<file path="config.mk">
export PLATFORM = sky130hd
export DESIGN_NAME = fft_peak_bin_finder
export DESIGN_NICKNAME = d
export VERILOG_FILES = /design/src/rtl/fft_pkg.sv /design/src/rtl/cplx_mag_sq.sv /design/src/rtl/fft_peak_bin_finder.sv
export SDC_FILE = /design/constraint.sdc
export NUM_CORES = 2
export LEC_CHECK = 0
export CORE_ASPECT_RATIO = 0.5
export CORE_UTILIZATION = 50
export DETAILED_ROUTE_END_ITERATION = 12
export GPL_ROUTABILITY_DRIVEN = 0
export GPL_TIMING_DRIVEN = 0
export HOLD_SLACK_MARGIN = 0.12
export PLACE_DENSITY = 0.7
export REMOVE_ABC_BUFFERS = 1
export SLEW_MARGIN = 20
export SYNTH_ARGS = -nofsm -noshare
export SYNTH_HDL_FRONTEND = slang
export SYNTH_SLANG_ARGS = --single-unit
export TNS_END_PERCENT = 30
</file>
<file path="constraint.sdc">
create_clock -name clk_i -period 7.1 [get_ports clk_i]
set_input_delay 1.42 -clock clk_i [delete_from_list [all_inputs] [get_ports clk_i]]
set_output_delay 1.42 -clock clk_i [all_outputs]
set_load 0.05 [all_outputs]
</file>
<file path="src/rtl/fft_pkg.sv">
// Shared definitions for the FFT peak-bin finder.
//   FFT_N_LOG2 / FFT_DW / FFT_PW : default frame size (log2), sample width, power width
//   frame_state_e                : frame-assembly FSM states
//   pipe_tag_t                   : side-band tag that travels with each sample through the pipe
package fft_pkg;

    localparam int unsigned FFT_N_LOG2 = 6;
    localparam int unsigned FFT_DW     = 16;
    localparam int unsigned FFT_PW     = 2 * FFT_DW;

    typedef enum logic [0:0] {
        StIdle,
        StAcc
    } frame_state_e;

    typedef struct packed {
        logic                  valid;
        logic                  first;
        logic                  last;
        logic [FFT_N_LOG2-1:0] bin;
    } pipe_tag_t;

    localparam pipe_tag_t TagNone = '0;

endpackage

</file>
<file path="src/rtl/cplx_mag_sq.sv">
// Two-stage registered squared magnitude |z|^2 = re^2 + im^2 with pass-through tags.
//   clk_i  : rising-edge clock
//   rst_i  : synchronous active-high reset; clears tags and data
//   tag_i  : tag of the incoming sample
//   re_i   : signed real part
//   im_i   : signed imaginary part
//   tag_o  : tag aligned with pow_o (two cycles after tag_i)
//   pow_o  : unsigned re^2 + im^2
module cplx_mag_sq
    import fft_pkg::*;
#(
    parameter int unsigned DW = FFT_DW,
    parameter int unsigned PW = FFT_PW
) (
    input  logic                 clk_i,
    input  logic                 rst_i,
    input  pipe_tag_t            tag_i,
    input  logic signed [DW-1:0] re_i,
    input  logic signed [DW-1:0] im_i,
    output pipe_tag_t            tag_o,
    output logic        [PW-1:0] pow_o
);

    pipe_tag_t                 tag1_q;
    pipe_tag_t                 tag2_q;
    logic signed [2*DW-1:0]    re_sq_d;
    logic signed [2*DW-1:0]    im_sq_d;
    logic signed [2*DW-1:0]    re_sq_q;
    logic signed [2*DW-1:0]    im_sq_q;
    logic        [PW-1:0]      pow_d;
    logic        [PW-1:0]      pow_q;

    // Sign-extend before multiplying so the full 2*DW product is kept.
    always_comb begin
        re_sq_d = (2 * DW)'(re_i) * (2 * DW)'(re_i);
        im_sq_d = (2 * DW)'(im_i) * (2 * DW)'(im_i);
    end

    // Squares are never negative, so treating them as unsigned is exact.
    // Worst case 2 * 2**(2*DW-2) = 2**(2*DW-1) still fits in PW bits.
    always_comb begin
        pow_d = PW'($unsigned(re_sq_q)) + PW'($unsigned(im_sq_q));
    end

    always_ff @(posedge clk_i) begin
        if (rst_i) begin
            tag1_q  <= TagNone;
            tag2_q  <= TagNone;
            re_sq_q <= '0;
            im_sq_q <= '0;
            pow_q   <= '0;
        end else begin
            tag1_q  <= tag_i;
            re_sq_q <= re_sq_d;
            im_sq_q <= im_sq_d;
            tag2_q  <= tag1_q;
            pow_q   <= pow_d;
        end
    end

    assign tag_o = tag2_q;
    assign pow_o = pow_q;

endmodule

</file>
<file path="src/rtl/fft_peak_bin_finder.sv">
// Finds the strongest bin of each FFT frame streamed out of a pipelined FFT core.
//   clk_i        : rising-edge clock
//   areset_i     : synchronous active-high reset
//   din_en_i     : bin valid
//   din_cnt_i    : bin index of the current sample (any order)
//   din_re_i     : signed real part
//   din_im_i     : signed imaginary part
//   peak_valid_o : one-cycle pulse, frame result ready
//   peak_bin_o   : index of the strongest bin, held until next peak_valid_o
//   peak_pow_o   : re^2 + im^2 of peak_bin_o, held until next peak_valid_o
//   frame_err_o  : one-cycle pulse, sample dropped or frame aborted
module fft_peak_bin_finder
    import fft_pkg::*;
#(
    parameter int unsigned N_LOG2  = FFT_N_LOG2,
    parameter int unsigned DW      = FFT_DW,
    parameter int unsigned PW      = 2 * DW,
    parameter bit          SKIP_DC = 1'b1
) (
    input  logic                 clk_i,
    input  logic                 areset_i,
    input  logic                 din_en_i,
    input  logic [N_LOG2-1:0]    din_cnt_i,
    input  logic signed [DW-1:0] din_re_i,
    input  logic signed [DW-1:0] din_im_i,
    output logic                 peak_valid_o,
    output logic [N_LOG2-1:0]    peak_bin_o,
    output logic [PW-1:0]        peak_pow_o,
    output logic                 frame_err_o
);

    localparam logic [N_LOG2-1:0] LastCnt = '1;

    // ------------------------------------------------------------------
    // Frame-assembly FSM
    // ------------------------------------------------------------------
    frame_state_e        state_q, state_d;
    logic [N_LOG2-1:0]   cnt_q, cnt_d;
    logic                cnt_is_zero;
    logic                accept;
    logic                is_first;
    logic                is_last;
    logic                err_d;
    pipe_tag_t           tag_in;

    assign cnt_is_zero = (din_cnt_i == '0);

    always_ff @(posedge clk_i) begin
        if (areset_i) begin
            state_q <= StIdle;
            cnt_q   <= '0;
        end else begin
            state_q <= state_d;
            cnt_q   <= cnt_d;
        end
    end

    always_comb begin
        state_d = state_q;
        cnt_d   = cnt_q;
        unique case (state_q)
            StIdle: begin
                if (din_en_i && cnt_is_zero) begin
                    state_d = StAcc;
                    cnt_d   = N_LOG2'(1);
                end
            end
            StAcc: begin
                if (din_en_i) begin
                    if (cnt_is_zero) begin
                        // Premature bin 0 restarts the frame with this sample.
                        cnt_d = N_LOG2'(1);
                    end else if (cnt_q == LastCnt) begin
                        // Back to idle on the same edge so the next bin 0 is taken at once.
                        state_d = StIdle;
                        cnt_d   = '0;
                    end else begin
                        cnt_d = cnt_q + N_LOG2'(1);
                    end
                end
            end
        endcase
    end

    always_comb begin
        accept   = 1'b0;
        is_first = 1'b0;
        is_last  = 1'b0;
        err_d    = 1'b0;
        unique case (state_q)
            StIdle: begin
                accept = din_en_i && cnt_is_zero;
                err_d  = din_en_i && !cnt_is_zero;
            end
            StAcc: begin
                accept  = din_en_i;
                err_d   = din_en_i && cnt_is_zero;
                is_last = din_en_i && !cnt_is_zero && (cnt_q == LastCnt);
            end
        endcase
        // Every accepted bin 0 opens a frame, in either state.
        is_first = accept && cnt_is_zero;

        tag_in       = TagNone;
        tag_in.valid = accept;
        tag_in.first = is_first;
        tag_in.last  = is_last;
        tag_in.bin   = din_cnt_i;
    end

    // ------------------------------------------------------------------
    // S1 / S2: squared magnitude
    // ------------------------------------------------------------------
    pipe_tag_t    tag_s2;
    logic [PW-1:0] pow_s2;

    cplx_mag_sq #(
        .DW (DW),
        .PW (PW)
    ) u_mag_sq (
        .clk_i (clk_i),
        .rst_i (areset_i),
        .tag_i (tag_in),
        .re_i  (din_re_i),
        .im_i  (din_im_i),
        .tag_o (tag_s2),
        .pow_o (pow_s2)
    );

    // ------------------------------------------------------------------
    // S3: running maximum, then result register
    // ------------------------------------------------------------------
    logic [PW-1:0]     max_q, max_d;
    logic [N_LOG2-1:0] max_bin_q, max_bin_d;
    logic              done_q;
    logic              is_dc;
    logic              wins;
    logic              peak_valid_q;
    logic [N_LOG2-1:0] peak_bin_q;
    logic [PW-1:0]     peak_pow_q;
    logic              frame_err_q;

    assign is_dc = SKIP_DC && (tag_s2.bin == '0);

    // Ties go to the lower index so the result does not depend on arrival order.
    assign wins = (pow_s2 > max_q) || ((pow_s2 == max_q) && (tag_s2.bin < max_bin_q));

    always_comb begin
        max_d     = max_q;
        max_bin_d = max_bin_q;
        if (tag_s2.valid) begin
            if (tag_s2.first) begin
                if (is_dc) begin
                    max_d     = '0;
                    max_bin_d = '0;
                end else begin
                    max_d     = pow_s2;
                    max_bin_d = tag_s2.bin;
                end
            end else if (!is_dc && wins) begin
                max_d     = pow_s2;
                max_bin_d = tag_s2.bin;
            end
        end
    end

    always_ff @(posedge clk_i) begin
        if (areset_i) begin
            max_q        <= '0;
            max_bin_q    <= '0;
            done_q       <= 1'b0;
            peak_valid_q <= 1'b0;
            peak_bin_q   <= '0;
            peak_pow_q   <= '0;
            frame_err_q  <= 1'b0;
        end else begin
            max_q        <= max_d;
            max_bin_q    <= max_bin_d;
            done_q       <= tag_s2.valid && tag_s2.last;
            peak_valid_q <= done_q;
            frame_err_q  <= err_d;
            // max_q here already includes the frame's last sample.
            if (done_q) begin
                peak_bin_q <= max_bin_q;
                peak_pow_q <= max_q;
            end
        end
    end

    assign peak_valid_o = peak_valid_q;
    assign peak_bin_o   = peak_bin_q;
    assign peak_pow_o   = peak_pow_q;
    assign frame_err_o  = frame_err_q;

endmodule

</file>
==> metrics.txt <==
min Tclk post-route=6.99 ns; RSZ-0062 raised after global routing=true; Avg Inst Size Synth=9.30 um2; largest fanout on the critical path=13; Non-Filler Instances=3,561; reported max-cap violation count=0; # IOs=81; simple logic cell fraction of the synthesized area=0.127; Setup WS post-layout=0.106 ns; first-pass GRT wire length=91,500 um; Via Count=18,300; CTS tree=yes; Cell Area, Synth=26,100 um2; FF+latch area=3970 um2; initial antenna violation count=0; Adder-Cell Fraction of Synth Area=0.479; CTS H-tree depth=4; Hold Vio Cnt, Final=0; synth warn=0; Slew headroom=0.338; Initial Util=0.513; top cells by count, synth=669 x inv_1, 476 x fa_1, 251 x nand2_1; final period utilization=0.985; placed insts=3,502; Rows=58; register area share after synthesis=0.152; outcome=finished, final reports clean; clock sinks=198; number of port buffers=80; fillers=4,460; Setup WS pre-CTS=-2.10 ns; total congestion overflow=0; final setup fails=0; startpoint types=input pin; share of the synthesized area in the top cell type=0.365; Gate Count Post-Synth=2,807; Yosys top cell by area=fa_1; Compound-Gate Fraction of Synth Area=0.0706; register bit total from synthesis=198; Async SR Flop Fraction=0; post-synthesis mux area share=0.0307; WL/cell=14.9 um; critical path type=in -> reg; CP endpoint kind=register; top_reg_cell synth=dfxtp_1; Worst Max-Slew Pin Slew=0.984 ns; CTS Root Buffer Type=clkbuf_16; EDFF count, synth=0; f_max=143 MHz; Post-Synth XOR/XNOR Area=0.0312; Die Area=53,200 um2; P&R area growth vs syn=9.44%; clk slew on worst S/H paths=0.08 ns; CP arrival=7.31 ns; Max Root-Sink Buffers=2; HPWL Detailed=43,500 um; TritonCTS buffer count=17; die span in x=325 um; # diodes=0; detailed-route wire length=53,200 um; later-pin clock latency in the skew report=0.45 ns; 1st-iter DRT viols=964; final antenna-violating net count=0; Via density=5.13; Final Max Tran Viols=0; largest net degree at the start of global routing=107; fraction of layout cells with a size suffix above 1=0.0683; Critical Path RT=7.41 ns; area of the multi-input gates=19,500 um2; All-Layer GR Usage=0.212; most common cell in the synthesized netlist=inv_1; largest family of logic cells by synthesized area=adder cells; CTS Hold Bufs=0; Die Y=164 um; hold crit path type=reg -> reg; Final Net Count=3,613; core region area=50,900 um2; library cells used by synthesis=78; DR pass1 iterations=5; main area contributors after synthesis=fa_1 37%, dfxtp_1 15%, ha_1 11%, inv_1 9.6%, nand2_1 3.6%; DRC=0; Clock Skew=0.0155 ns; vias in the first global route=19,200
## layer usage
metal,track usage,vias up,part of all wire
met5,0,-,0
met4,0.0332,0,0.0086
met3,0.0341,39,0.052
met2,0.362,352,0.48
met1,0.292,9219,0.46
li1,-,8671,-
## final cells by class
type                            instances  share of cell area
Clock buffer                           19              0.0155
Clock inverter                         13             0.00464
Inverter                              671              0.0896
Multi-Input combinational cell       1858               0.684
Sequential cell                       198               0.139
Tap cell                              690              0.0302
Timing Repair Buffer                  112              0.0375
## layout by cell type, fill, tap and decap left out, types with 13 or more instances in the layout
cell               n
inv_1            658
fa_1             472
nand2_1          249
ha_1             230
dfxtp_1          197
nor2_1           192
and2_1            82
mux2i_1           79
a21oi_1           65
xnor2_1           59
clkdlybuf4s50_1   47
nor3_1            39
nor2b_1           36
o21ai_0           36
a21o_1            35
xor2_1            34
buf_4             32
nand3_1           18
o21a_1            18
clkbuf_16         17
and3_1            16
nand2b_1          13
or3_1             13
## per-stage QoR
| stage | setup TNS (ns) | hold slack (ns) | utilization | cell area, um2 |
|---|---|---|---|---|
| after floorplan | 0 | 0.414 | - | 25800 |
| after global placement | -196.25 | 0.420 | 0.539 | 27400 |
| after detailed placement | -44.71 | 0.426 | 0.542 | 27600 |
| after CTS | -0.000246 | 0.448 | 0.555 | 28200 |
| after global routing | -0.253 | 0.458 | 0.561 | 28600 |
| final | 0 | 0.450 | 0.561 | 28600 |
## critical path, cell delays in order
cell	delay (ns)
buf_4	0.20
clkinvlp_4	0.20
buf_4	0.19
nor2_1	0.14
fa_2	0.54
fa_2	0.61
fa_1	0.44
fa_1	0.51
fa_1	0.49
inv_1	0.05
fa_1	0.47
inv_1	0.04
ha_2	0.40
nand4_1	0.21
o41ai_2	0.69
nand3_1	0.21
nand3_1	0.15
a31oi_1	0.10
xnor2_1	0.19
nor2_1	0.06
## registers in the layout, indices dropped and copies added (netlist names)
register and cells:
max_q 32, u_mag_sq.pow_o 32, max_bin_q 6, done_q 1
cnt_q 6, frame_err_o 1, u_mag_sq.re_sq_q 31, peak_pow_o 32
u_mag_sq.tag_o 9, state_q 1, u_mag_sq.tag1_q 9, peak_bin_o 6
u_mag_sq.im_sq_q 31, peak_valid_o 1
## kinds of logic (layout without fill, tap and decap cells)
logic type | Yosys count | after routing
adders and majority gates | 714 | 714
xor gates and xnor gates | 93 | 93
and+or+nand+nor | 717 | 717
muxes | 80 | 80
DFF | 198 | 198
buffers and inverters | 751 | 815
AOI/OAI and AO/OA | 254 | 254
## timing repair
action                                  in CTS  in global routing
endpoints found under the setup margin      32                 19
pin swaps                                    5                 15
resized for setup                          168                 89
setup buffers                               10                 17
## path summary, 6_finish.rpt
check	start	end	slack (ns)	cells past startpoint
min reg2reg	u_mag_sq.tag1_q[5]	u_mag_sq.tag_o[5]	0.45	1
max	din_re_i[3]	u_mag_sq.re_sq_q[31]	0.11	20
min	u_mag_sq.tag1_q[5]	u_mag_sq.tag_o[5]	0.45	1
max reg2reg	u_mag_sq.im_sq_q[3]	u_mag_sq.pow_o[31]	3.69	9
Power is not shown: default switching activity piles up to over one toggle a cycle in this logic, so the estimate is an artifact.
